File: src/rtl/doodle_frame_scheduler_if.sv
// Platform table write bus for doodle_frame_scheduler.
// A level generator or CPU drives it; the scheduler only listens.
interface doodle_frame_scheduler_if #(
    parameter int IDX_W = 3
);
    logic             plat_we;
    logic [IDX_W-1:0] plat_idx;
    logic [9:0]       plat_x;
    logic [9:0]       plat_y;
    logic             plat_valid;

    modport master (
        output plat_we, plat_idx, plat_x, plat_y, plat_valid
    );

    modport slave (
        input plat_we, plat_idx, plat_x, plat_y, plat_valid
    );
endinterface

File: src/rtl/doodle_frame_scheduler.sv
// Per-frame scan of the doodle against a reloadable platform table.
// Emits landing / fell-off pulses and a divided physics step.
module doodle_frame_scheduler #(
    parameter int NUM_PLAT  = 8,
    parameter int PLAT_W    = 64,
    parameter int DOODLE_R  = 20,
    parameter int LAND_TOL  = 4,
    parameter int V_RES     = 480,
    parameter int FRAME_DIV = 2,
    localparam int IDX_W    = $clog2(NUM_PLAT)
) (
    input  logic             Clk,
    input  logic             Reset,
    input  logic             frame_tick,
    input  logic             falling,
    input  logic [9:0]       doodle_x,
    input  logic [9:0]       doodle_y,
    doodle_frame_scheduler_if.slave wr,
    output logic             busy,
    output logic             step_en,
    output logic             land,
    output logic [IDX_W-1:0] land_idx,
    output logic [9:0]       land_y,
    output logic             miss,
    output logic             overrun
);

    localparam int CNT_W = (FRAME_DIV > 1) ? $clog2(FRAME_DIV) : 1;

    typedef enum logic [1:0] {
        IDLE,
        SNAP,
        SCAN,
        REPORT
    } state_t;

    state_t           state;
    logic [IDX_W-1:0] idx;
    logic [9:0]       dx_s;
    logic [9:0]       dy_s;
    logic             fall_s;
    logic             hit_f;
    logic [IDX_W-1:0] hit_idx;
    logic [9:0]       hit_y;
    logic [CNT_W-1:0] fcnt;

    logic [NUM_PLAT-1:0] tv;
    logic [9:0]          tx [NUM_PLAT];
    logic [9:0]          ty [NUM_PLAT];

    always_ff @(posedge Clk or posedge Reset) begin
        if (Reset) begin
            tv <= '0;
        end else if (wr.plat_we) begin
            tv[wr.plat_idx] <= wr.plat_valid;
        end
    end

    always_ff @(posedge Clk) begin
        if (wr.plat_we) begin
            tx[wr.plat_idx] <= wr.plat_x;
            ty[wr.plat_idx] <= wr.plat_y;
        end
    end

    // 11-bit sums so right edges near 1023 never wrap
    logic [10:0] x_reach;
    logic [10:0] x_right;
    logic [10:0] y_low;
    logic        hit_now;
    logic        hit_any;
    logic        last;

    assign x_reach = {1'b0, dx_s} + 11'(DOODLE_R);
    assign x_right = {1'b0, tx[idx]} + 11'(PLAT_W - 1 + DOODLE_R);
    assign y_low   = {1'b0, ty[idx]} + 11'(LAND_TOL);

    assign hit_now = (state == SCAN) && tv[idx] && fall_s
                  && (x_reach >= {1'b0, tx[idx]})
                  && ({1'b0, dx_s} <= x_right)
                  && (dy_s >= ty[idx])
                  && ({1'b0, dy_s} <= y_low);
    assign hit_any = hit_f || hit_now;
    assign last    = (idx == IDX_W'(NUM_PLAT - 1));

    always_ff @(posedge Clk or posedge Reset) begin
        if (Reset) begin
            state    <= IDLE;
            idx      <= '0;
            dx_s     <= '0;
            dy_s     <= '0;
            fall_s   <= 1'b0;
            hit_f    <= 1'b0;
            hit_idx  <= '0;
            hit_y    <= '0;
            fcnt     <= '0;
            busy     <= 1'b0;
            step_en  <= 1'b0;
            land     <= 1'b0;
            land_idx <= '0;
            land_y   <= '0;
            miss     <= 1'b0;
            overrun  <= 1'b0;
        end else begin
            land    <= 1'b0;
            miss    <= 1'b0;
            step_en <= 1'b0;
            if (frame_tick && state != IDLE) begin
                overrun <= 1'b1;
            end
            unique case (state)
                IDLE: begin
                    if (frame_tick) begin
                        state <= SNAP;
                        busy  <= 1'b1;
                    end
                end
                SNAP: begin
                    dx_s   <= doodle_x;
                    dy_s   <= doodle_y;
                    fall_s <= falling;
                    hit_f  <= 1'b0;
                    idx    <= '0;
                    state  <= SCAN;
                end
                SCAN: begin
                    if (hit_now && !hit_f) begin
                        hit_f   <= 1'b1;
                        hit_idx <= idx;
                        hit_y   <= ty[idx];
                    end
                    idx <= idx + 1'b1;
                    // last entry resolves directly into the report outputs
                    if (last) begin
                        state <= REPORT;
                        land  <= hit_any;
                        if (hit_any) begin
                            land_idx <= hit_f ? hit_idx : idx;
                            land_y   <= hit_f ? hit_y : ty[idx];
                        end
                        miss <= !hit_any
                             && ({1'b0, dy_s} >= 11'(V_RES));
                        if (fcnt == CNT_W'(FRAME_DIV - 1)) begin
                            fcnt    <= '0;
                            step_en <= 1'b1;
                        end else begin
                            fcnt <= fcnt + 1'b1;
                        end
                    end
                end
                REPORT: begin
                    state <= IDLE;
                    busy  <= 1'b0;
                end
            endcase
        end
    end

endmodule

File: src/flat_wrapper.sv
// flat-port wrapper written by rule: the top's interface ports become plain ports
module doodle_frame_scheduler_flat 
#(
    parameter int NUM_PLAT  = 8,
    parameter int PLAT_W    = 64,
    parameter int DOODLE_R  = 20,
    parameter int LAND_TOL  = 4,
    parameter int V_RES     = 480,
    parameter int FRAME_DIV = 2,
    localparam int IDX_W    = $clog2(NUM_PLAT)
)
  (Clk, Reset, frame_tick, falling, doodle_x, doodle_y, busy, step_en, land, land_idx, land_y, miss, overrun, wr_plat_we, wr_plat_idx, wr_plat_x, wr_plat_y, wr_plat_valid);
  doodle_frame_scheduler_if #(.IDX_W(3)) wr_i ();
  input  logic Clk;
  input  logic Reset;
  input  logic frame_tick;
  input  logic falling;
  input  logic [9:0] doodle_x;
  input  logic [9:0] doodle_y;
  output logic busy;
  output logic step_en;
  output logic land;
  output logic [IDX_W-1:0] land_idx;
  output logic [9:0] land_y;
  output logic miss;
  output logic overrun;
  input wire logic [$bits(wr_i.plat_we)-1:0] wr_plat_we;
  input wire logic [$bits(wr_i.plat_idx)-1:0] wr_plat_idx;
  input wire logic [$bits(wr_i.plat_x)-1:0] wr_plat_x;
  input wire logic [$bits(wr_i.plat_y)-1:0] wr_plat_y;
  input wire logic [$bits(wr_i.plat_valid)-1:0] wr_plat_valid;
  assign wr_i.plat_we = wr_plat_we;
  assign wr_i.plat_idx = wr_plat_idx;
  assign wr_i.plat_x = wr_plat_x;
  assign wr_i.plat_y = wr_plat_y;
  assign wr_i.plat_valid = wr_plat_valid;
  doodle_frame_scheduler #(.NUM_PLAT(NUM_PLAT), .PLAT_W(PLAT_W), .DOODLE_R(DOODLE_R), .LAND_TOL(LAND_TOL), .V_RES(V_RES), .FRAME_DIV(FRAME_DIV)) u_core (.Clk(Clk), .Reset(Reset), .frame_tick(frame_tick), .falling(falling), .doodle_x(doodle_x), .doodle_y(doodle_y), .wr(wr_i), .busy(busy), .step_en(step_en), .land(land), .land_idx(land_idx), .land_y(land_y), .miss(miss), .overrun(overrun));
endmodule
File: config.mk
export PLATFORM = sky130hd
export DESIGN_NAME = doodle_frame_scheduler_flat
export DESIGN_NICKNAME = d
export VERILOG_FILES = /design/src/rtl/doodle_frame_scheduler_if.sv /design/src/rtl/doodle_frame_scheduler.sv /design/src/flat_wrapper.sv
export SDC_FILE = /design/constraint.sdc
export NUM_CORES = 1
export LEC_CHECK = 0
export BUFFER_PORTS_ARGS = -buffer_cell sky130_fd_sc_hd__clkbuf_2
export CAP_MARGIN = 5
export CORE_MARGIN = 10
export CORE_UTILIZATION = 35
export CTS_CLUSTER_DIAMETER = 120
export CTS_CLUSTER_SIZE = 14
export DETAILED_ROUTE_END_ITERATION = 8
export GPL_TIMING_DRIVEN = 0
export SLEW_MARGIN = 30
export SYNTH_ARGS = -nofsm -noshare
export SYNTH_HDL_FRONTEND = slang
export SYNTH_SLANG_ARGS = --single-unit
export TNS_END_PERCENT = 20
File: constraint.sdc
create_clock -name Clk -period 5.08 [get_ports Clk]
set_input_delay 0.762 -clock Clk [delete_from_list [all_inputs] [get_ports Clk]]
set_output_delay 0.762 -clock Clk [all_outputs]
set_load 0.01 [all_outputs]
==> qor.csv <==
metric,value,unit
antenna violations before repair,1,
number of enable-type register cells in the synthesized netlist,160,
detailed-route wire length on metal 1,11.2,mm
kind of critical path,reg2reg,
Switching Fraction,36.0,%
largest fanout on the critical path,10,
pin count of the biggest net entering global routing,42,
global placement routability congestion,0.807,
Wirelength per Cell,20.1,um
number of setup violations in the final report,0,
peak clock frequency supported by timing,209,MHz
Yosys warning total,0,
Max Buffers Root-to-Sink,3,
Critical-path top delay cell,sky130_fd_sc_hd__mux4_2,
Tmin final,4790,ps
"Data arrival, critical path",5180,ps
element type at the critical path end,register,
result of the run,"complete, no violations",
internal power component,4.03,mW
max-slew violation count,0,
area of the core region,29600,um^2
overall track demand over capacity in global routing,12.9,%
category of cells accounting for the largest share of critical-path delay,buffers and inverters,
final net count,876,
RSZ-0062 raised after global routing,no,
transition time of the tightest slew-check pin,816,ps
Area Growth Syn to Fin,16.7,%
die span in x,193,um
root buffer selected by CTS,sky130_fd_sc_hd__clkbuf_16,
port buffer count,66,
via count normalized by instance count,5.16,
wire length of the first global-routing pass,37.4,mm
vertical extent of the die,193,um
Max stage delay on crit path,540,ps
Rows,63,
logic gate share of total power,40.3,%
final-layout setup total negative slack,0,ps
CTS buffer count,20,
register clock-pin slew on the reported worst setup and hold paths,70,ps
Worst VDD drop,0.271,mV
fill count,2709,
Post-DP HPWL,17.1,mm
number of different library cells in the post-synthesis netlist,64,
power share of the sequential group,37.2,%
share of async-settable or async-resettable flops after synthesis,29.5,%
reported leakage power,4.56,nW
total gr overflow,0,
"number of standard cells in the layout, taps in and fillers out",1183,
initial standard-cell utilization of the core,35.4,%
post-detailed-routing wire length,23.7,mm
number of DRC violations after detailed routing,0,
Max-slew headroom,45.0,%
Routed met3 length,1.36,mm
power density over cell area,514,nW/um^2
number of global-route vias before repair,6397,
post-synthesis sequential area ratio,61.9,%
net switching power of the design,2.26,mW
required time at the endpoint of the critical path,5470,ps
initial detailed-routing violation count,491,
uppermost routed layer,met4,
number of maximum-capacitance constraint violations,0,
final period utilization,94.2,%
most frequent standard cell in the layout excluding fill and tap cells,sky130_fd_sc_hd__edfxtp_1,
final hold violations,0,
minimum setup slack after placement,-335,ps
TritonCTS clock tree,built,
number of iterations in the first detailed-routing pass,5,
Avg Synthesized Cell Area,15.4,um^2
die area,37300,um^2
clock latency at the later pin of the worst-skew pair,510,ps
fraction of power consumed by the clock network,22.5,%
utilization after layout,41.4,%
H-tree depth reported by CTS,1,
Worst Slack Setup Final,293,ps
residual antenna-violating net count after detailed routing,0,
fraction of final layout cells sized beyond drive strength 1,28.3,%
series of cell instances along the critical path,"buf_6, buf_8, buf_12, buf_4, mux4_2, nand2_1, nand2_1, ha_1, nand3_1, a21oi_1, xor2_1, ha_1, a211o_1, o41ai_4, o211ai_4, nor3_4, buf_6, mux2_4",
most instantiated flip-flop cell in the synthesis netlist,sky130_fd_sc_hd__edfxtp_1,
worst hold-check path type,in2async,
routed vias,6106,
total of flip-flops plus latches after synthesis,227,
post-synthesis net count,775,
Gate Count Post-Synth,679,
combined buffer and inverter count along the critical path,5,
worst clock skew on the final layout,12.1,ps
number of ports placed on the die boundary,67,
most frequent cells in the layout,"sky130_fd_sc_hd__edfxtp_1 (160), sky130_fd_sc_hd__dfrtp_1 (67), sky130_fd_sc_hd__clkbuf_2 (66), sky130_fd_sc_hd__nand2_1 (50), sky130_fd_sc_hd__ha_1 (47)",
number of sinks on the clock net,227,
DP Cell Count,1148,
met2 wire length,10.9,mm
combined area of all synthesized cells,10500,um^2
CP Launch Type,register,
-- worst paths after layout --
path	from	cells after the start	to	slack [ps]
max	u_core.idx[0]	18	u_core.hit_y[0]	290
max in group asynchronous	Reset	3	u_core.land_y[0]	4300
max reg2reg	u_core.idx[0]	18	u_core.hit_y[0]	290
min	Reset	2	u_core.dx_s[0]	230
min in group Clk	u_core.overrun	1	u_core.overrun	470
min reg2reg	u_core.overrun	1	u_core.overrun	470
-- worst register-to-register path: stages (launching register included) --
cell	delay (ps)
sky130_fd_sc_hd__dfrtp_1	380
sky130_fd_sc_hd__buf_6	180
sky130_fd_sc_hd__buf_8	200
sky130_fd_sc_hd__buf_12	170
sky130_fd_sc_hd__buf_4	240
sky130_fd_sc_hd__mux4_2	540
sky130_fd_sc_hd__nand2_1	80
sky130_fd_sc_hd__nand2_1	180
sky130_fd_sc_hd__ha_1	320
sky130_fd_sc_hd__nand3_1	150
sky130_fd_sc_hd__a21oi_1	70
sky130_fd_sc_hd__xor2_1	160
sky130_fd_sc_hd__ha_1	340
sky130_fd_sc_hd__a211o_1	340
sky130_fd_sc_hd__o41ai_4	320
sky130_fd_sc_hd__o211ai_4	190
sky130_fd_sc_hd__nor3_4	270
sky130_fd_sc_hd__buf_6	210
sky130_fd_sc_hd__mux2_4	310
-- power by group through the flow --
stage          clock, mW  sequential (mW)  combinational [mW]
3_5_place_dp           0             2.37                2.47
6_report            1.42             2.34                2.53
5_1_grt             1.53             2.36                2.84
3_3_place_gp           0             2.37                2.41
2_1_floorplan          0             2.31                1.86
4_1_cts             1.46             2.34                2.51
-- metal layers --
layer	GRT usage, %	up-vias
li1	-	2831
met1	18.4	3103
met2	20.3	143
met3	2.48	29
met4	2.43	0
met5	0	-
-- final cells by class --
class                           instances  area [um^2]  area share, %
Sequential cell                       227         6480           53.0
Multi-Input combinational cell        400         3810           31.2
Timing Repair Buffer                   81          579           4.74
Clock buffer                           32          546           4.46
Tap cell                              390          488           3.99
Buffer                                 26          179           1.46
Inverter                               24         92.6          0.757
Clock inverter                          2         46.3          0.379
Antenna cell                            1         2.50         0.0205
-- cells in the mapped netlist (4+ instances only) --
cell	n	share of area (%)
sky130_fd_sc_hd__nor3_1	12	0.57
sky130_fd_sc_hd__nand3b_1	4	0.29
sky130_fd_sc_hd__inv_1	22	0.79
sky130_fd_sc_hd__ha_1	47	5.6
sky130_fd_sc_hd__nand4_1	4	0.24
sky130_fd_sc_hd__xnor2_1	16	1.3
sky130_fd_sc_hd__a21oi_1	29	1.4
sky130_fd_sc_hd__mux2_2	29	3.1
sky130_fd_sc_hd__nand2_1	50	1.8
sky130_fd_sc_hd__nor2_1	17	0.61
sky130_fd_sc_hd__buf_2	6	0.29
sky130_fd_sc_hd__edfxtp_1	160	46
sky130_fd_sc_hd__buf_4	5	0.36
sky130_fd_sc_hd__o21ai_0	16	0.76
sky130_fd_sc_hd__mux4_2	42	9.0
sky130_fd_sc_hd__a21o_1	4	0.29
sky130_fd_sc_hd__nand3_1	18	0.86
sky130_fd_sc_hd__xor2_1	4	0.33
sky130_fd_sc_hd__and3_1	13	0.78
sky130_fd_sc_hd__nor2b_1	5	0.30
sky130_fd_sc_hd__mux2i_1	12	1.1
sky130_fd_sc_hd__clkbuf_1	11	0.39
sky130_fd_sc_hd__o211ai_1	22	1.6
sky130_fd_sc_hd__dfrtp_1	67	16
sky130_fd_sc_hd__mux2_4	7	1.0
-- flip-flops by register name (all words and copies together), names as in the netlist, 8 cells and up --
register,cells
u_core.tx,80
u_core.ty,80
u_core.dx_s,10
u_core.dy_s,10
u_core.hit_y,10
u_core.land_y,10
u_core.tv,8
-- cells by family after synthesis --
group | synth area share, %
AOI/OAI and AO/OA | 6.37
adders and majority gates | 5.61
DFF | 61.9
muxes | 15.1
xor gates and xnor gates | 1.67
buffers and inverters | 2.63
and+or+nand+nor | 6.74
-- repair_timing --
action / in CTS / in global routing
pin swaps: 0 / 1
gates cloned: 0 / 0
gates resized for setup: 3 / 5
hold buffers: 0 / 0
endpoints found under the hold margin: 0 / 0
endpoints found under the setup margin: 28 / 15
buffers inserted: 0 / 2
-- stage by stage --
stage | cell area [um^2] | total power, mW | hold WS (ps)
floorplan | 10500 | 4.17 | 440
global placement | 11300 | 4.79 | 448
detailed placement | 11600 | 4.84 | 451
CTS | 12200 | 6.30 | 229
global route | 12200 | 6.73 | 248
finish | 12200 | 6.29 | 232
Power figures use the tool's default switching activity.
